==> src/rtl/ibex_efpga_cx_if.sv <==
// ibex_efpga_cx_if
// Bundles the EX-stage request/response and the eFPGA fabric signals of the
// custom-instruction unit.
//   EX side    : en_i, operator_i, operand_a_i, operand_b_i, delay_i, kill_i,
//                result_o, ready_o, busy_o, err_o
//   fabric side: efpga_operand_a_o, efpga_operand_b_o, efpga_start_o,
//                efpga_result_i (channel k = [k*DATA_W +: DATA_W]), efpga_done_i
// slave modport = the CX unit, master modport = its environment.
interface ibex_efpga_cx_if #(
  parameter int NUM_CH  = 4,
  parameter int DATA_W  = 32,
  parameter int DELAY_W = 4
);
  localparam int CH_W = $clog2(NUM_CH);

  logic                     en_i;
  logic [CH_W-1:0]          operator_i;
  logic [DATA_W-1:0]        operand_a_i;
  logic [DATA_W-1:0]        operand_b_i;
  logic [DELAY_W-1:0]       delay_i;
  logic                     kill_i;
  logic [DATA_W-1:0]        efpga_operand_a_o;
  logic [DATA_W-1:0]        efpga_operand_b_o;
  logic                     efpga_start_o;
  logic [NUM_CH*DATA_W-1:0] efpga_result_i;
  logic [NUM_CH-1:0]        efpga_done_i;
  logic [DATA_W-1:0]        result_o;
  logic                     ready_o;
  logic                     busy_o;
  logic                     err_o;

  modport slave (
    input  en_i, operator_i, operand_a_i, operand_b_i, delay_i, kill_i,
           efpga_result_i, efpga_done_i,
    output efpga_operand_a_o, efpga_operand_b_o, efpga_start_o,
           result_o, ready_o, busy_o, err_o
  );

  modport master (
    output en_i, operator_i, operand_a_i, operand_b_i, delay_i, kill_i,
           efpga_result_i, efpga_done_i,
    input  efpga_operand_a_o, efpga_operand_b_o, efpga_start_o,
           result_o, ready_o, busy_o, err_o
  );
endinterface

==> src/rtl/ibex_efpga_cx_unit.sv <==
// ibex_efpga_cx_unit
// Multi-cycle custom-instruction execution unit toward the eFPGA fabric.
// Registers operands, pulses start, waits either a fixed number of cycles
// (delay_i > 0) or for the selected channel's done bit (delay_i == 0), then
// presents the captured result with ready_o for one cycle.
// Ports: clk, rst (async, active-high), cx (ibex_efpga_cx_if.slave, see the
// interface file for the signal list).
// Optional: define EFPGA_CX_TIMEOUT_EN to abort handshake-mode operations
// after TIMEOUT BUSY cycles (result 0, err_o set).
//
// state | meaning
// IDLE  | waiting for en_i; accepts and latches the operation
// BUSY  | fabric computing; fixed countdown or waiting on done
// DONE  | ready_o high for one cycle with the captured result
module ibex_efpga_cx_unit #(
  parameter int NUM_CH  = 4,
  parameter int DATA_W  = 32,
  parameter int DELAY_W = 4,
  parameter int TIMEOUT = 255
) (
  input logic            clk,
  input logic            rst,
  ibex_efpga_cx_if.slave cx
);
  localparam int CH_W = $clog2(NUM_CH);

  if (NUM_CH < 2 || (NUM_CH & (NUM_CH - 1)) != 0) begin : g_bad_num_ch
    $error("NUM_CH must be a power of 2 and at least 2");
  end
  if (TIMEOUT < 1) begin : g_bad_timeout
    $error("TIMEOUT must be at least 1");
  end

  typedef enum logic [1:0] {IDLE, BUSY, DONE} state_e;

  state_e             state_q, state_d;
  logic [DATA_W-1:0]  op_a_q, op_a_d;
  logic [DATA_W-1:0]  op_b_q, op_b_d;
  logic [DATA_W-1:0]  result_q, result_d;
  logic [CH_W-1:0]    ch_q, ch_d;
  logic [DELAY_W-1:0] cnt_q, cnt_d;
  logic               mode_q, mode_d;   // 1 = handshake mode
  logic               start_q, start_d; // high in the first BUSY cycle
  logic               err_q, err_d;

  logic [DATA_W-1:0]  res_ch [NUM_CH];
  for (genvar k = 0; k < NUM_CH; k++) begin : g_res_ch
    assign res_ch[k] = cx.efpga_result_i[k*DATA_W +: DATA_W];
  end

`ifdef EFPGA_CX_TIMEOUT_EN
  localparam int TO_W = $clog2(TIMEOUT + 1);
  logic [TO_W-1:0] to_cnt_q, to_cnt_d;
`endif

  always_comb begin
    state_d  = state_q;
    op_a_d   = op_a_q;
    op_b_d   = op_b_q;
    result_d = result_q;
    ch_d     = ch_q;
    cnt_d    = cnt_q;
    mode_d   = mode_q;
    start_d  = 1'b0;
    err_d    = err_q;
`ifdef EFPGA_CX_TIMEOUT_EN
    to_cnt_d = to_cnt_q;
`endif
    if (cx.kill_i) begin
      // Abort wins over accept, done and counter expiry; nothing is captured.
      state_d = IDLE;
      err_d   = 1'b0;
    end else begin
      unique case (state_q)
        IDLE: begin
          if (cx.en_i) begin
            state_d = BUSY;
            op_a_d  = cx.operand_a_i;
            op_b_d  = cx.operand_b_i;
            ch_d    = cx.operator_i;
            cnt_d   = cx.delay_i;
            mode_d  = (cx.delay_i == '0);
            start_d = 1'b1;
            err_d   = 1'b0;
`ifdef EFPGA_CX_TIMEOUT_EN
            to_cnt_d = '0;
`endif
          end
        end
        BUSY: begin
          if (!mode_q) begin
            if (cnt_q == DELAY_W'(1)) begin
              result_d = res_ch[ch_q];
              state_d  = DONE;
            end else begin
              cnt_d = cnt_q - 1'b1;
            end
          end else if (cx.efpga_done_i[ch_q]) begin
            result_d = res_ch[ch_q];
            state_d  = DONE;
          end
`ifdef EFPGA_CX_TIMEOUT_EN
          // to_cnt_q counts completed BUSY cycles, so TIMEOUT-1 marks the last one.
          else if (to_cnt_q == TO_W'(TIMEOUT - 1)) begin
            result_d = '0;
            err_d    = 1'b1;
            state_d  = DONE;
          end else begin
            to_cnt_d = to_cnt_q + 1'b1;
          end
`endif
        end
        DONE: state_d = IDLE;
        default: state_d = IDLE;
      endcase
    end
  end

  always_ff @(posedge clk or posedge rst) begin
    if (rst) begin
      state_q  <= IDLE;
      op_a_q   <= '0;
      op_b_q   <= '0;
      result_q <= '0;
      ch_q     <= '0;
      cnt_q    <= '0;
      mode_q   <= 1'b0;
      start_q  <= 1'b0;
      err_q    <= 1'b0;
`ifdef EFPGA_CX_TIMEOUT_EN
      to_cnt_q <= '0;
`endif
    end else begin
      state_q  <= state_d;
      op_a_q   <= op_a_d;
      op_b_q   <= op_b_d;
      result_q <= result_d;
      ch_q     <= ch_d;
      cnt_q    <= cnt_d;
      mode_q   <= mode_d;
      start_q  <= start_d;
      err_q    <= err_d;
`ifdef EFPGA_CX_TIMEOUT_EN
      to_cnt_q <= to_cnt_d;
`endif
    end
  end

  assign cx.efpga_operand_a_o = op_a_q;
  assign cx.efpga_operand_b_o = op_b_q;
  assign cx.efpga_start_o     = start_q && !cx.kill_i;
  assign cx.result_o          = result_q;
  assign cx.ready_o           = (state_q == DONE) && !cx.kill_i;
  assign cx.busy_o            = (state_q == BUSY);
`ifdef EFPGA_CX_TIMEOUT_EN
  assign cx.err_o             = err_q;
`else
  assign cx.err_o             = 1'b0;
`endif

endmodule

==> src/flat_wrapper.sv <==
// flat-port wrapper written by rule: the top's interface ports become plain ports
module ibex_efpga_cx_unit_flat 
#(
  parameter int NUM_CH  = 4,
  parameter int DATA_W  = 32,
  parameter int DELAY_W = 4,
  parameter int TIMEOUT = 255
)
  (clk, rst, cx_en_i, cx_operator_i, cx_operand_a_i, cx_operand_b_i, cx_delay_i, cx_kill_i, cx_efpga_result_i, cx_efpga_done_i, cx_efpga_operand_a_o, cx_efpga_operand_b_o, cx_efpga_start_o, cx_result_o, cx_ready_o, cx_busy_o, cx_err_o);
  ibex_efpga_cx_if #(.NUM_CH(NUM_CH), .DATA_W(DATA_W), .DELAY_W(DELAY_W)) cx_i ();
  input logic clk;
  input logic rst;
  input wire logic [$bits(cx_i.en_i)-1:0] cx_en_i;
  input wire logic [$bits(cx_i.operator_i)-1:0] cx_operator_i;
  input wire logic [$bits(cx_i.operand_a_i)-1:0] cx_operand_a_i;
  input wire logic [$bits(cx_i.operand_b_i)-1:0] cx_operand_b_i;
  input wire logic [$bits(cx_i.delay_i)-1:0] cx_delay_i;
  input wire logic [$bits(cx_i.kill_i)-1:0] cx_kill_i;
  input wire logic [$bits(cx_i.efpga_result_i)-1:0] cx_efpga_result_i;
  input wire logic [$bits(cx_i.efpga_done_i)-1:0] cx_efpga_done_i;
  output wire logic [$bits(cx_i.efpga_operand_a_o)-1:0] cx_efpga_operand_a_o;
  output wire logic [$bits(cx_i.efpga_operand_b_o)-1:0] cx_efpga_operand_b_o;
  output wire logic [$bits(cx_i.efpga_start_o)-1:0] cx_efpga_start_o;
  output wire logic [$bits(cx_i.result_o)-1:0] cx_result_o;
  output wire logic [$bits(cx_i.ready_o)-1:0] cx_ready_o;
  output wire logic [$bits(cx_i.busy_o)-1:0] cx_busy_o;
  output wire logic [$bits(cx_i.err_o)-1:0] cx_err_o;
  assign cx_i.en_i = cx_en_i;
  assign cx_i.operator_i = cx_operator_i;
  assign cx_i.operand_a_i = cx_operand_a_i;
  assign cx_i.operand_b_i = cx_operand_b_i;
  assign cx_i.delay_i = cx_delay_i;
  assign cx_i.kill_i = cx_kill_i;
  assign cx_i.efpga_result_i = cx_efpga_result_i;
  assign cx_i.efpga_done_i = cx_efpga_done_i;
  assign cx_efpga_operand_a_o = cx_i.efpga_operand_a_o;
  assign cx_efpga_operand_b_o = cx_i.efpga_operand_b_o;
  assign cx_efpga_start_o = cx_i.efpga_start_o;
  assign cx_result_o = cx_i.result_o;
  assign cx_ready_o = cx_i.ready_o;
  assign cx_busy_o = cx_i.busy_o;
  assign cx_err_o = cx_i.err_o;
  ibex_efpga_cx_unit #(.NUM_CH(NUM_CH), .DATA_W(DATA_W), .DELAY_W(DELAY_W), .TIMEOUT(TIMEOUT)) u_core (.clk(clk), .rst(rst), .cx(cx_i));
endmodule
==> config.mk <==
export PLATFORM = sky130hd
export DESIGN_NAME = ibex_efpga_cx_unit_flat
export DESIGN_NICKNAME = d
export VERILOG_FILES = /design/src/rtl/ibex_efpga_cx_if.sv /design/src/rtl/ibex_efpga_cx_unit.sv /design/src/flat_wrapper.sv
export SDC_FILE = /design/constraint.sdc
export NUM_CORES = 1
export LEC_CHECK = 0
export ABC_CLOCK_PERIOD_IN_PS = 4300
export CAP_MARGIN = 30
export CORE_AREA = 2 2 118 120
export CTS_BUF_LIST = sky130_fd_sc_hd__clkbuf_8
export CTS_CLUSTER_DIAMETER = 40
export CTS_CLUSTER_SIZE = 10
export DETAILED_ROUTE_END_ITERATION = 10
export DIE_AREA = 0 0 120 122
export GPL_TIMING_DRIVEN = 0
export PLACE_DENSITY = 0.82
export SETUP_SLACK_MARGIN = 0.02
export SLEW_MARGIN = 20
export SYNTH_ARGS = -nofsm -noshare
export SYNTH_HDL_FRONTEND = slang
export SYNTH_SLANG_ARGS = --single-unit
export TNS_END_PERCENT = 1
==> constraint.sdc <==
create_clock -name clk -period 4.3 [get_ports clk]
set_clock_uncertainty 0.15 [all_clocks]
set_input_delay 0.86 -clock clk [delete_from_list [all_inputs] [get_ports clk]]
set_output_delay 0.86 -clock clk [all_outputs]
set_load 0.005 [all_outputs]
* After elaboration in Yosys (flattened, before gate mapping)
Cells that the tools add are included.
** Word-level totals
- Bits in registers :: 106
- Output and inout port bits :: 100
- Logic and storage cells :: 55
** Operators by class
- $add $sub $neg :: 1
- Order comparisons :: 2
- Equal/unequal tests :: 10
- Mux-type cells :: 21
- Bitwise gates (word level) :: 2
- Reduce and logical (&&, ||, !) cells :: 11
** Operator list (count)
- two-way mux 32 bit :: 5
- binary-select mux 32 bit (select 2 bit) :: 1
- two-way mux 4 bit :: 3
- two-way mux 2 bit :: 5
- != test 2 bit, second input constant :: 4
- one-hot mux 4 bit (2 select lines) :: 1
- AND reduction 3 bit :: 2
- AND reduction 5 bit :: 1
- equality test 4 x 1 -> 1 bit, second input constant :: 1
- zero test 4 bit :: 1
- two-way mux 1 bit :: 4
- != test 4 x 2 -> 1 bit, second input constant :: 1
- != test 4 bit, second input constant :: 1
- one-hot mux 2 bit (2 select lines) :: 1
- AND reduction 4 bit :: 1
- nonzero test 2 bit :: 2
- subtractor 4 x 1 -> 4 bit, second input constant :: 1
- >= comparator 3 bit, second input constant :: 1
- less-than comparator 2 x 3 -> 1 bit, second input constant :: 1
- != test 3 bit, second input constant :: 1
- inverter 2 -> 3 bit :: 1
- binary-select mux 1 bit (select 2 bit) :: 1
- equality test 2 x 1 -> 1 bit, second input constant :: 1
- equality test 2 bit, second input constant :: 1
- other kinds (4) :: 5

* Logic depth before layout (Yosys ltp)
Gate-level depths: netlist (run 1).
- Word-level depth :: 6
- Gate-level depth with buffers :: 7
- Depth with buffers taken out :: 6

* Worst setup path before layout (run 1)
No wires, ideal clock.
- Path kind :: input-to-reg
- Start point :: input cx_kill_i
- End point :: register u_core.op_a_q[10], in the netlist u_core.cx.efpga_operand_a_o[10]
- Library setup time :: 117 ps
- Arrival time :: 1884 ps
- Setup slack :: 2149 ps
- Cell stages on the path :: 6
- Buffers on the path :: 3
- Cells stage by stage :: or4b_1 > buf_2 > buf_4 > buf_2 > nand2_1 > nand2_1
** Between the ends
- Longest elaborated chain between the ends :: 2
** Ends and longest elaborated chain
- from (decl) :: RTL line flat_wrapper.sv:18 : input wire logic [$bits(cx_i.kill_i)-1:0] cx_kill_i;
- inverter 1 bit (no line)
- AND reduction 3 bit (no line)
- to (signal assigned) :: RTL line ibex_efpga_cx_unit.sv:135 : op_a_q <= op_a_d;
- to (decl) :: RTL line ibex_efpga_cx_unit.sv:37 : logic [DATA_W-1:0] op_a_q, op_a_d;
Every way passes these cells.
A chain may end at the register's enable or synchronous reset.

* Worst setup path after layout (run 1)
- Start point :: input cx_kill_i
- End point :: output cx_ready_o
** Between the ends
- Longest elaborated chain between the ends :: 2
** Ends and longest elaborated chain
- zero test 1 bit :: RTL line ibex_efpga_cx_unit.sv:153 : assign cx.ready_o = (state_q == DONE) && !cx.kill_i;
- logical AND 1 bit :: RTL line ibex_efpga_cx_unit.sv:153
- to (decl) :: RTL line flat_wrapper.sv:25 : output wire logic [$bits(cx_i.ready_o)-1:0] cx_ready_o;
Every way passes these cells.

==> results.sh, run 1 <==
export IMPL_cp_end_kind="output port"
export IMPL_syn_mean_instance_area_um2=11.8
export IMPL_use_met3=0.0693
export IMPL_use_met1=0.251
export IMPL_grt_pass1_wl_um=24700
export IMPL_gr_total_overflow=0
export IMPL_ant_nets=0
export IMPL_nNetsFinal=962
export IMPL_finalPower_mw=4.08
export IMPL_rsz0062_at_grt="no"
export IMPL_holdCritStartpoint="u_core.cx.efpga_operand_a_o[18]"
export IMPL_syn_to_final_growth_pct=68.9
export IMPL_fill_cells=1047
export IMPL_critPathLaunchType="primary input"
export IMPL_seqPwrFrac=0.378
export IMPL_rr_startpoint="u_core.cnt_q[1]"
export IMPL_power_internal_mw=2.92
export IMPL_synth_net_count=646
export IMPL_gr_max_usage_layer="met2"
export IMPL_mostFrequentLayoutCells="clkdlybuf4s50_1, nand2_1, dfrtp_1"
export IMPL_fin_area_mm2=0.00870
export IMPL_die_h_um=122
export IMPL_cts_buffer_depth=2
export IMPL_ys_warn_count=0
export IMPL_post_cts_setup_buffer_count=0
export IMPL_syn_area_mm2=0.00515
export IMPL_core_mm2=0.0135
export IMPL_crit_fanout=4
export IMPL_finalSetupViolations=0
export IMPL_die_w_um=120
export IMPL_critPathKind="primary input to output port"
export IMPL_path_delay_family="buffers and inverters"
export IMPL_clockRootBuffer="clkbuf_8"
export IMPL_post_cts_resized=0
export IMPL_crit_path_frequent_cell="clkdlybuf4s50_1"
export IMPL_layout_commonest_cell="clkdlybuf4s50_1"
export IMPL_io_pins=306
export IMPL_yosysSeqAreaShare=0.515
export IMPL_initial_core_util=0.382
export IMPL_cts_hold_buffers_added=0
export IMPL_drt_iter0_drc=161
export IMPL_required_ps=3290
export IMPL_drc=0
export IMPL_gp_congestion=0.844
export IMPL_period_share=0.726
export IMPL_vias_per_cell=4.84
export IMPL_crit_start="cx_kill_i"
export IMPL_totalWireLength_um=16300
export IMPL_slowest_delay_ps=550
export IMPL_grt_max_degree=63
export IMPL_die_area_mm2=0.0146
export IMPL_status="complete, no violations"
export IMPL_worstPathCellList="clkdlybuf4s50_1, nor3b_1, clkdlybuf4s50_1"
export IMPL_p_leak_nw=4.01
export IMPL_hpwl_um=13200
export IMPL_power_clock_fraction=0.179
export IMPL_numCtsBuffers=9
export IMPL_n_antenna_cell=0
export IMPL_avgRoutedWirePerCell_um=17.4
export IMPL_holdCritPathClass="flip-flop to flip-flop"
export IMPL_p_comb_frac=0.443
export IMPL_rows=43
export IMPL_crit_arrival_ps=2110
export IMPL_fmax_mhz=321
export IMPL_min_period_ps=3120
export IMPL_track_usage=0.217
export IMPL_htreeDepth=3
export IMPL_met2_usage=0.369
export IMPL_relSlewSlack=0.601
export IMPL_drive_gt1_frac=0.123
export IMPL_slowest_stage="clkdlybuf4s50_1"
export IMPL_cts_sinks=106
export IMPL_numPortBuffers=304
export IMPL_grt_pass1_vias=4857
export IMPL_hold_violations=0
export IMPL_path_clk_slew_ps=100
export IMPL_antenna_found_initial=0
export IMPL_num_vias=4543
export IMPL_post_dp_cell_area_mm2=0.00845
export IMPL_peakVddDrop_uv=282
export IMPL_critPathBufInv=2
export IMPL_drtPass1Iterations=4
export IMPL_maxCapViolations=0
export IMPL_syn_inst=438
export IMPL_p_per_area_mw_per_mm2=469
export IMPL_cts_tree="done"
export IMPL_clkLatencyLatePin_ps=370
export IMPL_ys_seq_elements=106
export IMPL_synth_cell_types=34
export IMPL_p_sw_frac=0.284
export IMPL_maxSlewViolCount=0
export IMPL_power_switching_mw=1.16
export IMPL_tightest_slew_ps=599
-- flip-flops by register name, summed over array words and instances (netlist names) --
register,flops
u_core.state_q,2
u_core.cx.efpga_operand_a_o,32
u_core.mode_q,1
u_core.cx.efpga_operand_b_o,32
u_core.start_q,1
u_core.cnt_q,4
u_core.ch_q,2
u_core.cx.result_o,32
-- path summary, 6_finish.rpt --
path / endpoint / slack [ps] / cells past startpoint
worst max-delay path: cx_ready_o / 1180 / 3
worst min-delay path: u_core.cx.efpga_operand_a_o[18] / 330 / 2
worst min register to register: u_core.cx.efpga_operand_a_o[18] / 330 / 2
max in group asynchronous: u_core.mode_q / 2640 / 3
worst max register to register: u_core.cx.result_o[12] / 2170 / 7
min in group asynchronous: u_core.cx.efpga_operand_b_o[20] / 710 / 2
-- final cells by class --
type	count	area, µm²	area share
plain buffers	27	198	0.0227
clock buffers	13	179	0.0206
clock inverters	3	68.8	0.00791
inverters	6	28.8	0.00331
multi-input cells	299	2280	0.262
flip-flops and latches	106	2650	0.305
well taps	180	225	0.0259
repair buffers	305	3070	0.353
-- per-stage QoR --
stage / cells / worst slack [ps] / hold slack [ps] / setup TNS [ps] / utilization
finish: 939 / 1180 / 332 / 0 / 0.644
global route: 939 / 1100 / 358 / 0 / 0.644
CTS: 939 / 1160 / 335 / 0 / 0.644
detailed placement: 923 / 1160 / 312 / 0 / 0.626
global placement: 922 / -1000 / 309 / -105950 / 0.624
floorplan: 438 / 501 / 318 / 0 / -
-- cell families (layout without fill, tap and decap cells) --
family	after synthesis	in the layout	synth area share
fa+ha+maj	2	2	0.00485
other cells	1	1	0.000728
mux	68	68	0.252
buf+inv	33	354	0.0430
compound gates	13	13	0.0184
simple gates	215	215	0.167
flops	106	106	0.515
-- power groups by stage --
stage | clock network [mW] | registers (mW) | logic, mW
2_1_floorplan | 0 | 1.56 | 0.751
3_3_place_gp | 0 | 1.54 | 1.77
3_5_place_dp | 0 | 1.56 | 1.82
4_1_cts | 0.746 | 1.54 | 1.83
5_1_grt | 0.786 | 1.58 | 1.94
6_report | 0.731 | 1.54 | 1.81
-- worst min-delay path: cells and delay by family, from the launching register on --
family | cells | cell delay [ps]
flops | 1 | 350
simple gates | 2 | 100
-- synthesized netlist by cell type --
| cell | n | share of area |
|---|---|---|
| clkinv_2 | 1 | 0.00097 |
| ha_1 | 2 | 0.0049 |
| o22ai_1 | 2 | 0.0024 |
| nor3b_4 | 1 | 0.0036 |
| a31o_2 | 1 | 0.0017 |
| mux4_1 | 18 | 0.092 |
| nor4_1 | 1 | 0.0012 |
| conb_1 | 1 | 0.00073 |
| clkbuf_8 | 3 | 0.0080 |
| a21oi_1 | 3 | 0.0029 |
| o21ai_0 | 3 | 0.0029 |
| mux2_4 | 29 | 0.084 |
| nand2_1 | 200 | 0.15 |
| nor3_1 | 1 | 0.00097 |
| inv_1 | 5 | 0.0036 |
| buf_2 | 11 | 0.011 |
| dfrtp_1 | 106 | 0.51 |
| buf_1 | 1 | 0.00073 |
| nand4_1 | 2 | 0.0024 |
| buf_4 | 2 | 0.0029 |
| or3b_4 | 1 | 0.0022 |
| nor2_1 | 4 | 0.0029 |
| mux4_2 | 14 | 0.061 |
| o22ai_2 | 1 | 0.0024 |
| nor2b_1 | 2 | 0.0024 |
| buf_6 | 6 | 0.013 |
| a21o_1 | 2 | 0.0029 |
| mux2_2 | 3 | 0.0066 |
| mux2i_1 | 4 | 0.0078 |
| or2b_2 | 1 | 0.0017 |
| or4b_1 | 1 | 0.0019 |
| clkbuf_1 | 4 | 0.0029 |
| nor3b_1 | 1 | 0.0015 |
| o21ai_4 | 1 | 0.0032 |
-- per-layer routing --
| metal | wire length (µm) | vias to the layer above |
|---|---|---|
| met5 | 0 | - |
| met4 | 584 | 0 |
| met3 | 1380 | 43 |
| met2 | 8090 | 204 |
| met1 | 6300 | 2190 |
| li1 | - | 2106 |
Note: power is estimated with default switching activity, not from simulation.
==> run 2, diff against run 1 <==
--- a/config.mk
+++ b/config.mk
@@ -5,7 +5,7 @@
 export SDC_FILE = /design/constraint.sdc
 export NUM_CORES = 1
 export LEC_CHECK = 0
-export ABC_CLOCK_PERIOD_IN_PS = 4300
+export ABC_CLOCK_PERIOD_IN_PS = 3260
 export CAP_MARGIN = 30
 export CORE_AREA = 2 2 118 120
 export CTS_BUF_LIST = sky130_fd_sc_hd__clkbuf_8
==> constraint.sdc (replaced) <==
create_clock -name clk -period 3.26 [get_ports clk]
set_clock_uncertainty 0.15 [all_clocks]
set_input_delay 0.652 -clock clk [delete_from_list [all_inputs] [get_ports clk]]
set_output_delay 0.652 -clock clk [all_outputs]
set_load 0.005 [all_outputs]
==> results.sh, run 2 (synthesis results as in run 1) <==
export IMPL_vias_per_cell=4.86
export IMPL_ant_nets=0
export IMPL_tns_ps=0
export IMPL_required_ps=2460
export IMPL_fill_cells=1064
export IMPL_core_mm2=0.0135
export IMPL_worst_r2r_path_depth=7
export IMPL_multiInputGateArea_mm2=0.00228
export IMPL_fmax_mhz=368
export IMPL_fin_area_mm2=0.00871
export IMPL_cts_tree="done"
export IMPL_slowest_stage="clkdlybuf4s50_1"
export IMPL_dp_cells=925
export IMPL_gp_congestion=0.796
export IMPL_slowest_delay_ps=550
export IMPL_p_per_area_mw_per_mm2=616
export IMPL_drt_iter0_drc=164
export IMPL_critPathLaunchType="primary input"
export IMPL_critPathBufInv=2
export IMPL_reg2reg_slack_ps=1110
export IMPL_crit_path_frequent_cell="clkdlybuf4s50_1"
export IMPL_crit_fanout=4
export IMPL_totalWireLength_um=17000
export IMPL_finalSetupViolations=0
export IMPL_initial_core_util=0.382
export IMPL_rr_endpoint="u_core.cx.result_o[31]"
export IMPL_post_dp_cell_area_mm2=0.00849
export IMPL_peakVddDrop_uv=392
export IMPL_hold_violations=0
export IMPL_die_w_um=120
export IMPL_holdCritPathClass="flip-flop to flip-flop"
export IMPL_track_usage=0.229
export IMPL_hold_path_endpoint="u_core.cx.efpga_operand_a_o[7]"
export IMPL_path_delay_family="buffers and inverters"
export IMPL_syn_to_final_growth_pct=69.0
export IMPL_drive_gt1_frac=0.125
export IMPL_rr_startpoint="u_core.cnt_q[1]"
export IMPL_htreeDepth=3
export IMPL_gr_total_overflow=0
export IMPL_holdWs_ps=334
export IMPL_hpwl_um=13300
export IMPL_post_cts_setup_buffer_count=0
export IMPL_cts_sinks=106
export IMPL_cts_hold_buffers_added=0
export IMPL_clockRootBuffer="clkbuf_8"
export IMPL_min_period_ps=2720
export IMPL_layout_commonest_cell="clkdlybuf4s50_1"
export IMPL_maxSlewViolCount=0
export IMPL_cp_end_kind="output port"
export IMPL_path_clk_slew_ps=110
export IMPL_critPathKind="primary input to output port"
export IMPL_die_h_um=122
export IMPL_crit_arrival_ps=1910
export IMPL_rows=43
export IMPL_p_leak_nw=4.00
export IMPL_io_pins=306
export IMPL_post_cts_resized=0
export IMPL_clkLatencyLatePin_ps=380
export IMPL_grt_pass1_wl_um=25800
export IMPL_maxCapViolations=0
export IMPL_mostFrequentLayoutCells="clkdlybuf4s50_1, nand2_1, dfrtp_1"
export IMPL_die_area_mm2=0.0146
export IMPL_grt_max_degree=34
export IMPL_finalPower_mw=5.36
export IMPL_n_antenna_cell=0
export IMPL_status="complete, no violations"
export IMPL_holdCritStartpoint="u_core.cx.efpga_operand_a_o[7]"
export IMPL_numCtsBuffers=9
export IMPL_cts_buffer_depth=2
export IMPL_period_share=0.833
export IMPL_avgRoutedWirePerCell_um=18.0
export IMPL_numPortBuffers=304
export IMPL_drtPass1Iterations=4
export IMPL_num_vias=4570
export IMPL_tightest_slew_ps=617
export IMPL_final_cells=941
export IMPL_register_area_mm2=0.00265
export IMPL_rsz0062_at_grt="no"
export IMPL_grt_pass1_vias=4792
export IMPL_relSlewSlack=0.588
export IMPL_drc=0
export IMPL_nNetsFinal=964
export IMPL_min_path_cells=2
export IMPL_worstPathCellList="clkdlybuf4s50_1, nor3b_1, clkdlybuf4s50_1"
export IMPL_antenna_found_initial=0
[run 2: cell count changes in the layout (fill, tap and decap cells not counted)]
cell	change
clkinv_4	-1
buf_16	-1
inv_6	+1
clkbuf_8	-4
clkinvlp_4	+4
buf_12	+3
[run 2: how the worst max path moves through the flow]
| stage | cells past startpoint | slack, ps | endpoint | start |
|---|---|---|---|---|
| 6_report | 3 | 540 | cx_ready_o | cx_kill_i |
| 5_1_grt | 3 | 470 | cx_ready_o | cx_kill_i |
| 4_1_cts | 3 | 530 | cx_ready_o | cx_kill_i |
| 3_5_place_dp | 3 | 550 | cx_ready_o | cx_kill_i |
| 3_3_place_gp | 2 | 140 | u_core.cx.efpga_operand_a_o[2] | rst |
| 2_1_floorplan | 1 | 1180 | u_core.ch_q[0] | rst |
[run 2: layer usage]
metal | vias up | track usage | part of all wire
met1 | 2204 | 0.252 | 0.37
met2 | 227 | 0.403 | 0.52
met4 | 0 | 0.0757 | 0.022
met5 | - | 0 | 0
li1 | 2105 | - | -
met3 | 34 | 0.0908 | 0.090
[run 2: through the flow]
stage                     worst slack [ps]  utilization
after floorplan                       1180            -
after global placement                 139        0.624
after detailed placement               548        0.628
after CTS                              529        0.645
after global routing                   473        0.645
final                                  544        0.645
[run 2: tightest hold or removal path, stage by stage, from the launching register on]
cell     delay (ps)
dfrtp_1         350
nand2_1          50
nand2_1          50
[run 2: where the power goes]
group          leakage (nW)  internal, mW  switching [mW]
clock network         0.102         0.438           0.480
registers              1.33          1.77           0.272
logic                  2.57          1.57           0.832
total                  4.00          3.78            1.58
[run 2: cell type report]
type	count	share of cell area
Clock buffer	9	0.0142
Clock inverter	7	0.0115
Tap cell	180	0.0259
Inverter	6	0.00316
Buffer	27	0.0227
Multi-Input combinational cell	299	0.262
Sequential cell	106	0.305
Timing Repair Buffer	307	0.356
==> run 3, diff against run 2 <==
--- a/config.mk
+++ b/config.mk
@@ -5,16 +5,16 @@
 export SDC_FILE = /design/constraint.sdc
 export NUM_CORES = 1
 export LEC_CHECK = 0
-export ABC_CLOCK_PERIOD_IN_PS = 3260
+export ABC_CLOCK_PERIOD_IN_PS = 2400
 export CAP_MARGIN = 30
-export CORE_AREA = 2 2 118 120
+export CORE_AREA = 2 2 125 127
 export CTS_BUF_LIST = sky130_fd_sc_hd__clkbuf_8
 export CTS_CLUSTER_DIAMETER = 40
 export CTS_CLUSTER_SIZE = 10
 export DETAILED_ROUTE_END_ITERATION = 10
-export DIE_AREA = 0 0 120 122
+export DIE_AREA = 0 0 127 129
 export GPL_TIMING_DRIVEN = 0
-export PLACE_DENSITY = 0.82
+export PLACE_DENSITY = 0.77
 export SETUP_SLACK_MARGIN = 0.02
 export SLEW_MARGIN = 20
 export SYNTH_ARGS = -nofsm -noshare
==> constraint.sdc (replaced) <==
create_clock -name clk -period 2.4 [get_ports clk]
set_clock_uncertainty 0.15 [all_clocks]
set_input_delay 0.48 -clock clk [delete_from_list [all_inputs] [get_ports clk]]
set_output_delay 0.48 -clock clk [all_outputs]
set_load 0.005 [all_outputs]
==> results.sh, run 3 (synthesis results as in run 1) <==
export IMPL_tightest_slew_ps=575
export IMPL_power_clock_fraction=0.151
export IMPL_hpwl_um=13100
export IMPL_grt_pass1_vias=4819
export IMPL_crit_start="cx_kill_i"
export IMPL_p_sw_frac=0.298
export IMPL_track_usage=0.198
export IMPL_maxCapViolations=0
export IMPL_crit_arrival_ps=1640
export IMPL_cp_end_kind="output port"
export IMPL_critPathLaunchType="primary input"
export IMPL_hold_violations=0
export IMPL_avgRoutedWirePerCell_um=17.4
export IMPL_crit_path_end="cx_efpga_start_o"
export IMPL_die_h_um=129
export IMPL_power_internal_mw=4.95
export IMPL_rr_endpoint="u_core.cx.result_o[23]"
export IMPL_ant_nets=0
export IMPL_maxSlewViolCount=0
export IMPL_period_share=0.946
export IMPL_grt_pass1_wl_um=25300
export IMPL_drc=0
export IMPL_n_antenna_cell=0
export IMPL_p_leak_nw=4.01
export IMPL_rr_startpoint="u_core.cnt_q[1]"
export IMPL_numCtsBuffers=9
export IMPL_fin_area_mm2=0.00869
export IMPL_clockRootBuffer="clkbuf_8"
export IMPL_reg2reg_slack_ps=280
export IMPL_status="complete, no violations"
export IMPL_mostFrequentLayoutCells="clkdlybuf4s50_1, nand2_1, dfrtp_1"
export IMPL_io_pins=306
export IMPL_cts_buffer_depth=2
export IMPL_relSlewSlack=0.617
export IMPL_final_cells=949
export IMPL_holdCritPathClass="primary input to asynchronous set/reset pin"
export IMPL_dp_cells=933
export IMPL_worst_r2r_path_depth=7
export IMPL_finalSetupViolations=0
export IMPL_p_per_area_mw_per_mm2=812
export IMPL_antenna_found_initial=0
export IMPL_cts_hold_buffers_added=0
export IMPL_grt_max_degree=35
export IMPL_drtPass1Iterations=4
export IMPL_multiInputGateArea_mm2=0.00228
export IMPL_nNetsFinal=964
export IMPL_post_dp_cell_area_mm2=0.00850
export IMPL_p_comb_frac=0.457
export IMPL_gr_total_overflow=0
export IMPL_syn_to_final_growth_pct=68.7
export IMPL_initial_core_util=0.344
export IMPL_min_period_ps=2270
export IMPL_clkLatencyLatePin_ps=370
export IMPL_rsz0062_at_grt="no"
export IMPL_totalWireLength_um=16500
export IMPL_tns_ps=0
export IMPL_die_w_um=127
export IMPL_vias_per_cell=4.83
export IMPL_drt_iter0_drc=213
export IMPL_die_area_mm2=0.0164
export IMPL_path_clk_slew_ps=120
export IMPL_power_switching_mw=2.11
export IMPL_fill_cells=1237
export IMPL_peakVddDrop_uv=437
export IMPL_drive_gt1_frac=0.127
export IMPL_core_mm2=0.0150
export IMPL_critPathKind="primary input to output port"
export IMPL_numPortBuffers=304
export IMPL_crit_fanout=4
export IMPL_rows=45
export IMPL_cts_sinks=106
export IMPL_gp_congestion=0.776
export IMPL_required_ps=1770
export IMPL_layout_commonest_cell="clkdlybuf4s50_1"
export IMPL_seqPwrFrac=0.392
export IMPL_num_vias=4584
export IMPL_register_area_mm2=0.00265
export IMPL_htreeDepth=3
export IMPL_cts_tree="done"
export IMPL_holdWs_ps=313
export IMPL_fmax_mhz=440
run 3: power groups by stage:
stage | combinational (mW) | clock [mW] | sequential, mW
after global routing | 3.48 | 1.19 | 2.84
final | 3.22 | 1.07 | 2.77
after CTS | 3.27 | 1.12 | 2.77
after floorplan | 1.35 | 0 | 2.80
after global placement | 3.17 | 0 | 2.75
after detailed placement | 3.24 | 0 | 2.80
run 3: worst max-delay path, cell delays in order:
cell,delay (ps)
clkdlybuf4s50_1,490
nor2b_1,140
clkdlybuf4s50_1,530
run 3: worst min path at each step:
stage | to | cells after the start | slack [ps] | from
final | u_core.cx.efpga_operand_a_o[24] | 2 | 310 | rst
after global routing | u_core.cx.efpga_operand_a_o[20] | 2 | 340 | rst
after CTS | u_core.cx.efpga_operand_a_o[24] | 2 | 300 | rst
after detailed placement | u_core.cx.efpga_operand_a_o[15] | 2 | 310 | u_core.cx.efpga_operand_a_o[15]
after global placement | u_core.cx.efpga_operand_a_o[8] | 2 | 310 | u_core.cx.efpga_operand_a_o[8]
after floorplan | u_core.cx.efpga_operand_b_o[27] | 2 | 320 | u_core.cx.efpga_operand_b_o[27]
run 3: stage by stage:
step | utilization | power, mW | worst slack [ps]
2_1_floorplan | - | 4.15 | 431
3_3_place_gp | 0.563 | 5.92 | -535
3_5_place_dp | 0.568 | 6.04 | -106
4_1_cts | 0.580 | 7.16 | 25.7
5_1_grt | 0.581 | 7.51 | 81.5
6_report | 0.581 | 7.06 | 130
run 3: repair_timing:
action,CTS,global route
resized for setup,1,2
setup buffers,0,0
endpoints found under the setup margin,1,2
pin swaps,0,0
run 3: area by class of cell:
cell class,count,share of cell area
flip-flops and latches,106,0.305
inverters,6,0.00317
plain buffers,27,0.0227
clock buffers,10,0.0158
clock inverters,6,0.00547
well taps,188,0.0271
multi-input cells,299,0.262
repair buffers,307,0.358
run 3: routing by layer:
layer / wire length, µm / up-vias / part of all wire / GRT usage
met4: 365 / 0 / 0.022 / 0.0789
met2: 8710 / 209 / 0.53 / 0.357
li1: - / 2115 / - / -
met3: 1250 / 32 / 0.076 / 0.0499
met5: 0 / - / 0 / 0
met1: 6190 / 2228 / 0.37 / 0.227
